## config.mk

```make
export PLATFORM = sky130hd
export DESIGN_NAME = fetch_controller
export DESIGN_NICKNAME = d
export VERILOG_FILES = /design/src/rtl/fetch_controller.sv
export SDC_FILE = /design/constraint.sdc
export NUM_CORES = 1
export LEC_CHECK = 0
export ABC_CLOCK_PERIOD_IN_PS = 4800
export CAP_MARGIN = 40
export CORE_MARGIN = 5
export CORE_UTILIZATION = 40
export DETAILED_ROUTE_END_ITERATION = 6
export GPL_TIMING_DRIVEN = 1
export PLACE_DENSITY = 0.87
export SYNTH_ARGS = -nofsm -noshare
export SYNTH_HDL_FRONTEND = slang
export SYNTH_SLANG_ARGS = --single-unit
```

## constraint.sdc

```tcl
create_clock -name clk -period 4.8 [get_ports clk]
set_input_delay 0.72 -clock clk [delete_from_list [all_inputs] [get_ports clk]]
set_output_delay 0.72 -clock clk [all_outputs]
set_load 0.005 [all_outputs]
```

## src/rtl/fetch_controller.sv

```systemverilog
// fetch_controller
// Sequences the fetch unit's PC against a req/gnt/rvalid instruction memory
// port. It keeps at most one request outstanding and holds one fetched
// instruction for decode. It also handles branch/jump redirects and decode
// back-pressure.
//
// Ports:
//   clk, reset            clock, synchronous active-high reset
//   pc, pc_plus4          current PC and PC+4 from the fetch unit
//   pc_enable, next_pc    load request into the fetch unit (combinational)
//   redirect_valid/_pc    branch/jump taken and its target
//   imem_req/_addr        fetch request and address (address is always pc)
//   imem_gnt              memory accepted the request
//   imem_rvalid/_rdata    read response
//   instr_valid/instr/instr_pc  held instruction for decode
//   instr_ready           decode accepts the held instruction
//   misaligned            sticky: a redirect target was not word aligned
//   bus_err               sticky: a fetch timed out
//   fetch_count           instructions delivered to decode
//
// state | meaning
// BOOT  | one cycle after reset so the fetch unit can present pc=0
// REQ   | request driven, waiting for gnt
// WAIT  | granted, waiting for rvalid (timer running)
// HOLD  | instruction held for decode
module fetch_controller #(
    parameter int TIMEOUT_CYCLES = 255,
    parameter int CNT_W          = 32
) (
    input  logic             clk,
    input  logic             reset,
    input  logic [31:0]      pc,
    input  logic [31:0]      pc_plus4,
    output logic             pc_enable,
    output logic [31:0]      next_pc,
    input  logic             redirect_valid,
    input  logic [31:0]      redirect_pc,
    output logic             imem_req,
    output logic [31:0]      imem_addr,
    input  logic             imem_gnt,
    input  logic             imem_rvalid,
    input  logic [31:0]      imem_rdata,
    output logic             instr_valid,
    output logic [31:0]      instr,
    output logic [31:0]      instr_pc,
    input  logic             instr_ready,
    output logic             misaligned,
    output logic             bus_err,
    output logic [CNT_W-1:0] fetch_count
);

    typedef enum logic [1:0] {BOOT, REQ, WAIT, HOLD} state_t;

    localparam logic [7:0] TIMER_LAST = 8'(TIMEOUT_CYCLES - 1);
    localparam logic [CNT_W-1:0] CNT_ONE = {{(CNT_W-1){1'b0}}, 1'b1};

    state_t     state;
    logic       kill;   // the outstanding response belongs to a stale pc
    logic [7:0] timer;

    // Redirect wins over decode acceptance; the fetch unit loads next_pc on
    // the same edge this controller samples its inputs.
    always_comb begin
        pc_enable = 1'b0;
        next_pc   = '0;
        if (!reset) begin
            if (redirect_valid) begin
                pc_enable = 1'b1;
                next_pc   = {redirect_pc[31:2], 2'b00};
            end else if (state == HOLD && instr_ready) begin
                pc_enable = 1'b1;
                next_pc   = pc_plus4;
            end
        end
    end

    assign imem_req  = (state == REQ);
    assign imem_addr = pc;

    always_ff @(posedge clk) begin
        if (reset) begin
            state       <= BOOT;
            kill        <= 1'b0;
            timer       <= '0;
            instr_valid <= 1'b0;
            instr       <= '0;
            instr_pc    <= '0;
            misaligned  <= 1'b0;
            bus_err     <= 1'b0;
            fetch_count <= '0;
        end else begin
            if (redirect_valid && redirect_pc[1:0] != 2'b00)
                misaligned <= 1'b1;

            case (state)
                BOOT: state <= REQ;

                REQ: begin
                    // The address may follow a redirect while ungranted; a
                    // grant in the redirect cycle is for the old pc.
                    if (imem_gnt) begin
                        state <= WAIT;
                        timer <= '0;
                        kill  <= redirect_valid;
                    end
                end

                WAIT: begin
                    timer <= timer + 8'd1;
                    if (imem_rvalid) begin
                        kill <= 1'b0;
                        if (kill || redirect_valid) begin
                            state <= REQ;
                        end else begin
                            instr       <= imem_rdata;
                            instr_pc    <= pc;
                            instr_valid <= 1'b1;
                            state       <= HOLD;
                        end
                    end else if (timer == TIMER_LAST) begin
                        // Abandon and retry at the current pc.
                        bus_err <= 1'b1;
                        kill    <= 1'b0;
                        state   <= REQ;
                    end else if (redirect_valid) begin
                        kill <= 1'b1;
                    end
                end

                HOLD: begin
                    if (redirect_valid) begin
                        instr_valid <= 1'b0;
                        state       <= REQ;
                    end else if (instr_ready) begin
                        instr_valid <= 1'b0;
                        fetch_count <= fetch_count + CNT_ONE;
                        state       <= REQ;
                    end
                end

                default: state <= BOOT;
            endcase
        end
    end

endmodule

```

==> results.txt, run 1 <==
- The flow ran to the end, and the final reports show no timing, DRC or antenna violations.
- Number of hold buffers added after CTS: 0
- Cell area after synthesis: 5026 um^2
- Max clock buf depth: 2
* Data required time of the critical path: 4.08 ns
* Count of pins on the block boundary: 299
- Critical Path Max Stage Delay: 0.62 ns
- The HPWL after detailed placement is 13.31 mm.
* Starting density of the core: 40.32%
* Highest fanout seen on the critical path: 32
- Final weighted congestion in routability-driven placement: around 0.86
- At the worst endpoint, the arrival time is 2.86 ns.
- Setup repair after global routing left no endpoint under its margin.
* Count of synthesis-stage warnings from yosys: 0
- After detailed routing, the total wire length is around 18 mm.
- In the routed layout, each cell is associated on average with a via count of 5.107.
- Global routing usage summed across all routing layers: approximately 22%
- The later pin in the worst-skew pair is clocked with a latency of 0.35 ns.
* Antenna violations before repair: 0
* Worst setup skew after layout: 0.005853 ns
* Main flop type after synthesis: sky130_fd_sc_hd__dfxtp_1
- Root Driver: sky130_fd_sc_hd__clkbuf_16
* Nets in the synthesized netlist: 759
- The worst pin sits at a relative slew slack of a little over half.
* Total CTS buffers: 9
* Number of DRC markers after the initial detailed-route iteration: 419
* Largest net degree at the start of global routing: 87
- The netlist uses 47 different library cells.
- For this design, the slowest cell found on the critical path is sky130_fd_sc_hd__clkdlybuf4s50_1.
- H-tree Lvls: 3
- Power spread over the standard cell area amounts to roughly 260 nW/um^2.
- In this run the core area contains 41 standard-cell rows.
* PnR Total Power: ~2.2 mW
- 0 antenna diodes ended up in the layout.
- The floorplan step set the die height to 122.1 um.
- The net count of the finished layout is 1,005.
* Fraction of synthesis flops using an asynchronous set or reset pin: 0%
* Post-route DRC violation count: 0
- Counting every sink on the clock net gives 110.
- Residual antenna-violating net count after detailed routing: 0
* Number of filler cells placed in the layout: 1,028
- The floorplan step set the die width to about 120 um.
* Number of global-route vias before repair: 4,968
- Psw: 0.5463 mW
- The worst-case IR drop observed on VDD is 0.2233 mV.
- Internal power comes to 1.621 mW.
* Number of instances in the synthesized netlist: 619
- The critical path is of the in2out type.
* Area of combinational cells with multiple inputs: 2419 um^2
- Share of final-layout standard cells stronger than drive strength 1: 3.563%
* Number of detailed-routing iterations run before antenna repair: 5
- After layout, the worst path uses 74.53% of the clock period.
- The number of hold violations in the final report was 0.
- Sequential power share: about 45%
- The die covers 14,910 um^2.
* Seq. cell area: 2202 um^2
* Worst setup SP type: primary input
- Non-filler instance count after layout: 1,042
- The first global-routing pass estimated 26.39 mm of wire.
- Share of synthesized area occupied by flip-flops and latches: 43.81%
- After layout, the worst setup slack is 1.223 ns.
- Buffer count from post-CTS setup fixing: 0
- Cell count after placement: 1,026
* Number of vias in the routed layout: 5,321
- Dominant cell type by count on the critical path: sky130_fd_sc_hd__clkdlybuf4s50_1
- Number of input and output port buffers inserted: 298
- Share of the synthesized area in the top cell type: about 44%
* Synthesis-stage register bit count: 110
- Post-layout min period: 3.577 ns
- After detailed routing, the average wire length per cell comes to 17.03 um.
- The analysis attributes to cell leakage a power of 2.780 nW.
- Yosys mapped a number of flops with a built-in enable equal to 0.
- Placeable Area: around 12,000 um^2
- Clock-pin slew on the worst setup and hold paths: 0.07 ns
- Final Slew Violations: 0
* Setup TNS: 0 ns
- A synthesized cell averages between 8 and 9 um^2.
- Post-synthesis to final-layout area growth: 63.78%
* Post-Place Setup Slack: 1.259 ns
- CTS tree: done
* Max Cap Viol: 0
* Worst slew pin tran: 0.6968 ns
* Resized cells post-CTS: 0
- The signal on the critical path passes through clkdlybuf4s50_1 -> nand3b_4 -> nor2_2 -> buf_4 -> a22o_1 -> clkdlybuf4s50_1.
* Proportion of power drawn by combinational gates: 20.2%
- Type of the most critical hold path: reg2reg
- Final setup violating endpoints: 0
- Net switching is 25.20% of the power.
- The share of total power dissipated in the clock network is 35.2%.
- Overall overflow remaining after global route: 0
- Crit end category: primary output
- Static timing analysis puts the maximum clock frequency at 0.2795 GHz.
- sky130_fd_sc_hd__dfxtp_1 takes more of the synthesized area than any other cell.
- Top post-synthesis cells by area: sky130_fd_sc_hd__dfxtp_1 44%, sky130_fd_sc_hd__nand2_1 11%, sky130_fd_sc_hd__a21oi_1 8.8%
==> path summary, 6_finish.rpt <==
path,depth (start not counted),from,slack (ns),end
setup / recovery,6,redirect_valid,1.22,next_pc[28]
hold / removal,2,instr_pc[1],0.45,instr_pc[1]
setup reg to reg,5,state[1],2.42,fetch_count[29]
hold reg to reg,2,instr_pc[1],0.45,instr_pc[1]
==> power by group through the flow <==
stage	combinational [mW]	clock (mW)	sequential, mW
after global routing	0.471	0.828	0.974
after floorplan	0.185	0	0.988
final	0.437	0.762	0.969
after detailed placement	0.434	0	0.990
after global placement	0.428	0	0.988
after CTS	0.437	0.784	0.968
==> final cells by class <==
| cell class | instances | share of cell area, % |
|---|---|---|
| Timing Repair Buffer | 304 | 37.00 |
| Multi-Input combinational cell | 429 | 29.38 |
| Sequential cell | 110 | 26.75 |
| Clock buffer | 10 | 2.903 |
| Tap cell | 172 | 2.614 |
| Clock inverter | 6 | 0.8512 |
| Inverter | 11 | 0.5016 |
==> synthesized netlist by cell type, types with 2 or more instances <==
library cell and instances:
sky130_fd_sc_hd__inv_1 11, sky130_fd_sc_hd__buf_1 6, sky130_fd_sc_hd__buf_2 2, sky130_fd_sc_hd__nor2_1 29, sky130_fd_sc_hd__buf_4 32, sky130_fd_sc_hd__clkbuf_1 28
sky130_fd_sc_hd__o31ai_1 13, sky130_fd_sc_hd__nand4_1 10, sky130_fd_sc_hd__a22o_1 30, sky130_fd_sc_hd__nand2b_1 2, sky130_fd_sc_hd__nor3_1 5, sky130_fd_sc_hd__nand2_1 145
sky130_fd_sc_hd__nor2b_1 5, sky130_fd_sc_hd__o21ai_1 3, sky130_fd_sc_hd__xor2_1 9, sky130_fd_sc_hd__ha_1 6, sky130_fd_sc_hd__a21oi_1 88, sky130_fd_sc_hd__xnor2_1 8
sky130_fd_sc_hd__or4_1 16, sky130_fd_sc_hd__and2_1 2, sky130_fd_sc_hd__or3_1 3, sky130_fd_sc_hd__a31oi_1 2, sky130_fd_sc_hd__mux2_1 3, sky130_fd_sc_hd__dfxtp_1 110
sky130_fd_sc_hd__and3_1 2, sky130_fd_sc_hd__nand3_1 18, sky130_fd_sc_hd__o21ai_0 2, sky130_fd_sc_hd__and4_1 5, sky130_fd_sc_hd__nor4_1 5, sky130_fd_sc_hd__o21bai_1 2
==> flip-flops by register name, indices dropped and copies added (netlist names) <==
name,count
bus_err,1
instr,32
timer,8
misaligned,1
instr_valid,1
fetch_count,32
instr_pc,32
kill,1
state,2
==> routing by layer <==
metal  vias up  global-route usage (%)  part of all wire (%)
met3        24                   6.917                   8.2
met1      2476                   28.22                    41
met5         -                       0                     0
met4         0                   6.088                   2.0
met2       209                   36.84                    49
li1       2612                       -                     -
==> worst max-delay path: cells and delay by family <==
| family | cells | cell delay, ns |
|---|---|---|
| compound gates | 1 | 0.21 |
| buf+inv | 3 | 1.48 |
| simple gates | 2 | 0.43 |
==> layout by cell type (no fill, tap or decap), types with 4 or more instances in the layout <==
| cell | synthesis | routed |
|---|---|---|
| sky130_fd_sc_hd__clkbuf_16 | 0 | 9 |
| sky130_fd_sc_hd__and4_1 | 5 | 5 |
| sky130_fd_sc_hd__xnor2_1 | 8 | 8 |
| sky130_fd_sc_hd__o31ai_1 | 13 | 13 |
| sky130_fd_sc_hd__xor2_1 | 9 | 9 |
| sky130_fd_sc_hd__nor2b_1 | 5 | 4 |
| sky130_fd_sc_hd__nand3_1 | 18 | 17 |
| sky130_fd_sc_hd__a22o_1 | 30 | 30 |
| sky130_fd_sc_hd__clkdlybuf4s50_1 | 0 | 297 |
| sky130_fd_sc_hd__nand4_1 | 10 | 10 |
| sky130_fd_sc_hd__ha_1 | 6 | 6 |
| sky130_fd_sc_hd__buf_4 | 32 | 6 |
| sky130_fd_sc_hd__nand2_1 | 145 | 145 |
| sky130_fd_sc_hd__nor2_1 | 29 | 28 |
| sky130_fd_sc_hd__or4_1 | 16 | 16 |
| sky130_fd_sc_hd__dfxtp_1 | 110 | 110 |
| sky130_fd_sc_hd__a21oi_1 | 88 | 88 |
| sky130_fd_sc_hd__nor4_1 | 5 | 5 |
| sky130_fd_sc_hd__nor3_1 | 5 | 5 |
| sky130_fd_sc_hd__inv_1 | 11 | 11 |
==> cells by family (layout without fill, tap and decap cells) <==
kind of cell / after synthesis / in the layout / synth area share (%)
flip-flops: 110 / 110 / 43.81
buffers and inverters: 80 / 331 / 8.564
multiplexers: 5 / 5 / 1.095
AND/OR/NAND/NOR: 254 / 254 / 23.77
AO/OA/AOI/OAI: 147 / 147 / 18.30
adder cells (fa/ha/maj): 6 / 6 / 1.494
XOR/XNOR: 17 / 17 / 2.963
==> per-stage QoR <==
stage / area (um^2) / utilization [%] / hold WS [ns]
after global routing: 8232 / 66.03 / 0.4682
after CTS: 8232 / 66.03 / 0.4552
after global placement: 7895 / 63.33 / 0.4333
final: 8232 / 66.03 / 0.4544
after floorplan: 5026 / - / 0.4421
after detailed placement: 7923 / 63.56 / 0.4457
Power figures use the tool's default switching activity.
==> run 2: changes to the inputs <==
- ABC_CLOCK_PERIOD_IN_PS: 4800 -> 3000
- CORE_UTILIZATION: 40 -> 34
- PLACE_DENSITY: 0.87 -> 0.79
- clock period: 4.8 -> 3 ns (I/O delays scaled with it)
==> results.txt, run 2 (same netlist as run 1, synthesis figures left out) <==
- The run finished with clean final reports.
* Final Slew Violations: 0 (unchanged)
- Data required time of the critical path: 2.55 ns (-1.53 ns)
- Number of input and output port buffers inserted: 298 (unchanged)
- The number of DRC violations after detailed-routing iteration 0 is 378 (-9.8%).
- Maximum ir drop on the vdd rail: 0.4196 mV (+88%)
- Residual antenna-violating net count after detailed routing: 0 (unchanged)
* Worst slew pin tran: 0.6765 ns (-0.02027 ns)
- Crit end category: primary output
* Number of global-route vias before repair: 4,801 (-3.4%)
* Total Wirelength: 18.36 mm (+3.5%)
* Resized cells post-CTS: 0 (unchanged)
- Cell area after layout: 8274 um^2 (+0.52%)
* Highest fanout seen on the critical path: 32 (unchanged)
* Seq. cell area: 2202 um^2 (unchanged)
- The final setup violation count is 0 (unchanged).
- Worst setup SP type: register
* R2R Setup Slk: 0.80 ns (-1.62 ns)
- The worst register-to-register path begins at fetch_count[4].
- Commonest non-fill, non-tap cell in the layout: sky130_fd_sc_hd__clkdlybuf4s50_1
* Placement Rows: 44 (+7.3%)
* Post-layout min period: 2.706 ns
- The number of max-capacitance violations reported is 0 (unchanged).
- Highest clock frequency the design can meet: approximately 0.37 GHz
- Number of detailed-routing iterations run before antenna repair: 5 (unchanged)
- Die H: 131.6 um (+7.8%)
- The number of buffers on the longest clock path is 2 (unchanged).
* Portion of the clock cycle consumed by the worst path in the final layout: about nine tenths
* Total CTS buffers: 9 (unchanged)
* Cell area after placement: 7990 um^2 (+0.85%)
* Clock-pin slew on the worst setup and hold paths: 0.07 ns (about the same)
- The count of fill cells added during filler insertion is 1,326 (+29%).
- The total via count in the routed design was 5,332 (+0.21%).
- Placeable Area: 14,530 um^2 (+17%)
- The aggregate global routing overflow was 0 (unchanged).
- Die span in x: 131.6 um (+7.8%)
- The critical path in this run is classified as reg2out.
- The worst hold slack was 0.4519 ns (-0.002508 ns).
* Share of final-layout standard cells stronger than drive strength 1: 3.895% (+0.33 points)
- The buffer count from post-CTS setup fixing is 0 (unchanged).
- Largest net degree at the start of global routing: 68 (-22%)
- The ratio of routed vias to standard cells is 5.044 (-1.2%).
- Hold Fails Final Rpt: 0 (unchanged)
* Instance count along the most critical hold path: 2 (unchanged)
* Antenna violations before repair: 0 (unchanged)
- The number of cell instances on the worst register-to-register path was 5 (unchanged).
- Routed length per placed instance: 17.37 um (+2.0%)
- The number of nets at the end of the flow was 1,008 (+0.30%).
* Cell Pwr Density: 410.3 nW/um^2 (+56%)
- Starting density of the core: 34.58% (-5.7 points)
- The sum of negative setup slack came to 0 ns (unchanged).
- Relative to the synthesized area, the layout overhead comes to 64.63%.
- The leakage component of the power is 2.792 nW (+0.44%).
- Antenna diode count: 0 (unchanged)
- Count of pins on the block boundary: 299 (unchanged)
- In this run the most critical hold path is launched from misaligned.
- The library cells used most frequently in the layout, excluding fill and tap cells, are 297 x sky130_fd_sc_hd__clkdlybuf4s50_1, 145 x sky130_fd_sc_hd__nand2_1, 110 x sky130_fd_sc_hd__dfxtp_1.
- Global-route wire length before repair: 28.27 mm (+7.1%)
- Hold worst-path end: misaligned
- Normalized max-slew margin: 54.90% (+1.4 points)
- The remaining routing DRC violations came to 0 (unchanged).
* CP Data Arrival Time: 2.26 ns (-0.60 ns)
* H-tree Lvls: 3 (unchanged)
- Global routing usage summed across all routing layers: 19.92% (-2.4 points)
* Area of combinational cells with multiple inputs: 2419 um^2 (unchanged)
* Clock sink count: 110 (unchanged)
* Worst setup skew after layout: 0.002755 ns (-0.003098 ns)
* CTS tree: done
- Top flop regs: fetch_count: 32 flops, instr: 32 flops, instr_pc: 32 flops
- Skew-Pair Late Insertion Delay: 0.35 ns (about the same)
- Root Driver: sky130_fd_sc_hd__clkbuf_16
- Die area: 17,310 um^2 (+16%)
- Half-perimeter wire length of the detailed placement result: 13.98 mm (+5.0%)
- Type of the most critical hold path: reg2reg
- Endpoint of the lowest-slack register-to-register path: fetch_count[29]
* Final weighted congestion in routability-driven placement: 1.037 (+21%)
- Number of hold buffers added after CTS: 0 (unchanged)
* RSZ-0062 raised after global routing: no
[run 2: changes by cell type in the layout (fill, tap and decap cells not counted), sizes merged]
cell / previous run / this run
bufinv: 1 / 0
buf: 7 / 10
inv: 12 / 13
[run 2: worst max-delay path by stage]
| stage | start | endpoint | slack, ns |
|---|---|---|---|
| 2_1_floorplan | state[1] | fetch_count[27] | 1.0 |
| 3_3_place_gp | instr_ready | next_pc[10] | 0.36 |
| 3_5_place_dp | instr_ready | next_pc[10] | 0.34 |
| 4_1_cts | state[1] | next_pc[10] | 0.29 |
| 5_1_grt | state[1] | next_pc[6] | 0.17 |
| 6_report | state[1] | next_pc[10] | 0.29 |
[run 2: power by group]
| group | internal [mW] | switching, mW |
|---|---|---|
| clock | 0.591 | 0.548 |
| combinational | 0.413 | 0.293 |
| sequential | 1.51 | 0.0363 |
[run 2: through the flow]
step                      std cells  setup WS (ns)  utilization, %  power (mW)
after floorplan                 619         0.9950               -       1.877
after global placement         1041         0.3559           54.98       2.281
after detailed placement       1041         0.3398           54.98       2.290
after CTS                      1057         0.2851           56.93       3.432
after global routing           1057         0.1682           56.93       3.547
final                          1057         0.2938           56.93       3.395
[run 2: critical path, stage by stage (launching register included)]
cell	delay, ns
sky130_fd_sc_hd__dfxtp_1	0.39
sky130_fd_sc_hd__ha_1	0.31
sky130_fd_sc_hd__nand3b_4	0.16
sky130_fd_sc_hd__nor2_2	0.15
sky130_fd_sc_hd__buf_12	0.20
sky130_fd_sc_hd__a22o_1	0.15
sky130_fd_sc_hd__clkdlybuf4s50_1	0.53
[run 2: final cells by class]
cell class,count,area share (%)
well taps,184,2.782
multi-input cells,429,29.23
clock inverters,6,0.5444
repair buffers,307,37.44
inverters,11,0.4990
flip-flops and latches,110,26.61
clock buffers,10,2.888
[run 2: per-layer routing]
| layer | vias to the layer above | track usage, % | routed length (um) |
|---|---|---|---|
| met5 | - | 0 | 0 |
| met4 | 0 | 3.771 | 174 |
| met3 | 17 | 6.346 | 1326 |
| met2 | 193 | 33.32 | 9060 |
| met1 | 2499 | 25.47 | 7801 |
| li1 | 2623 | - | - |
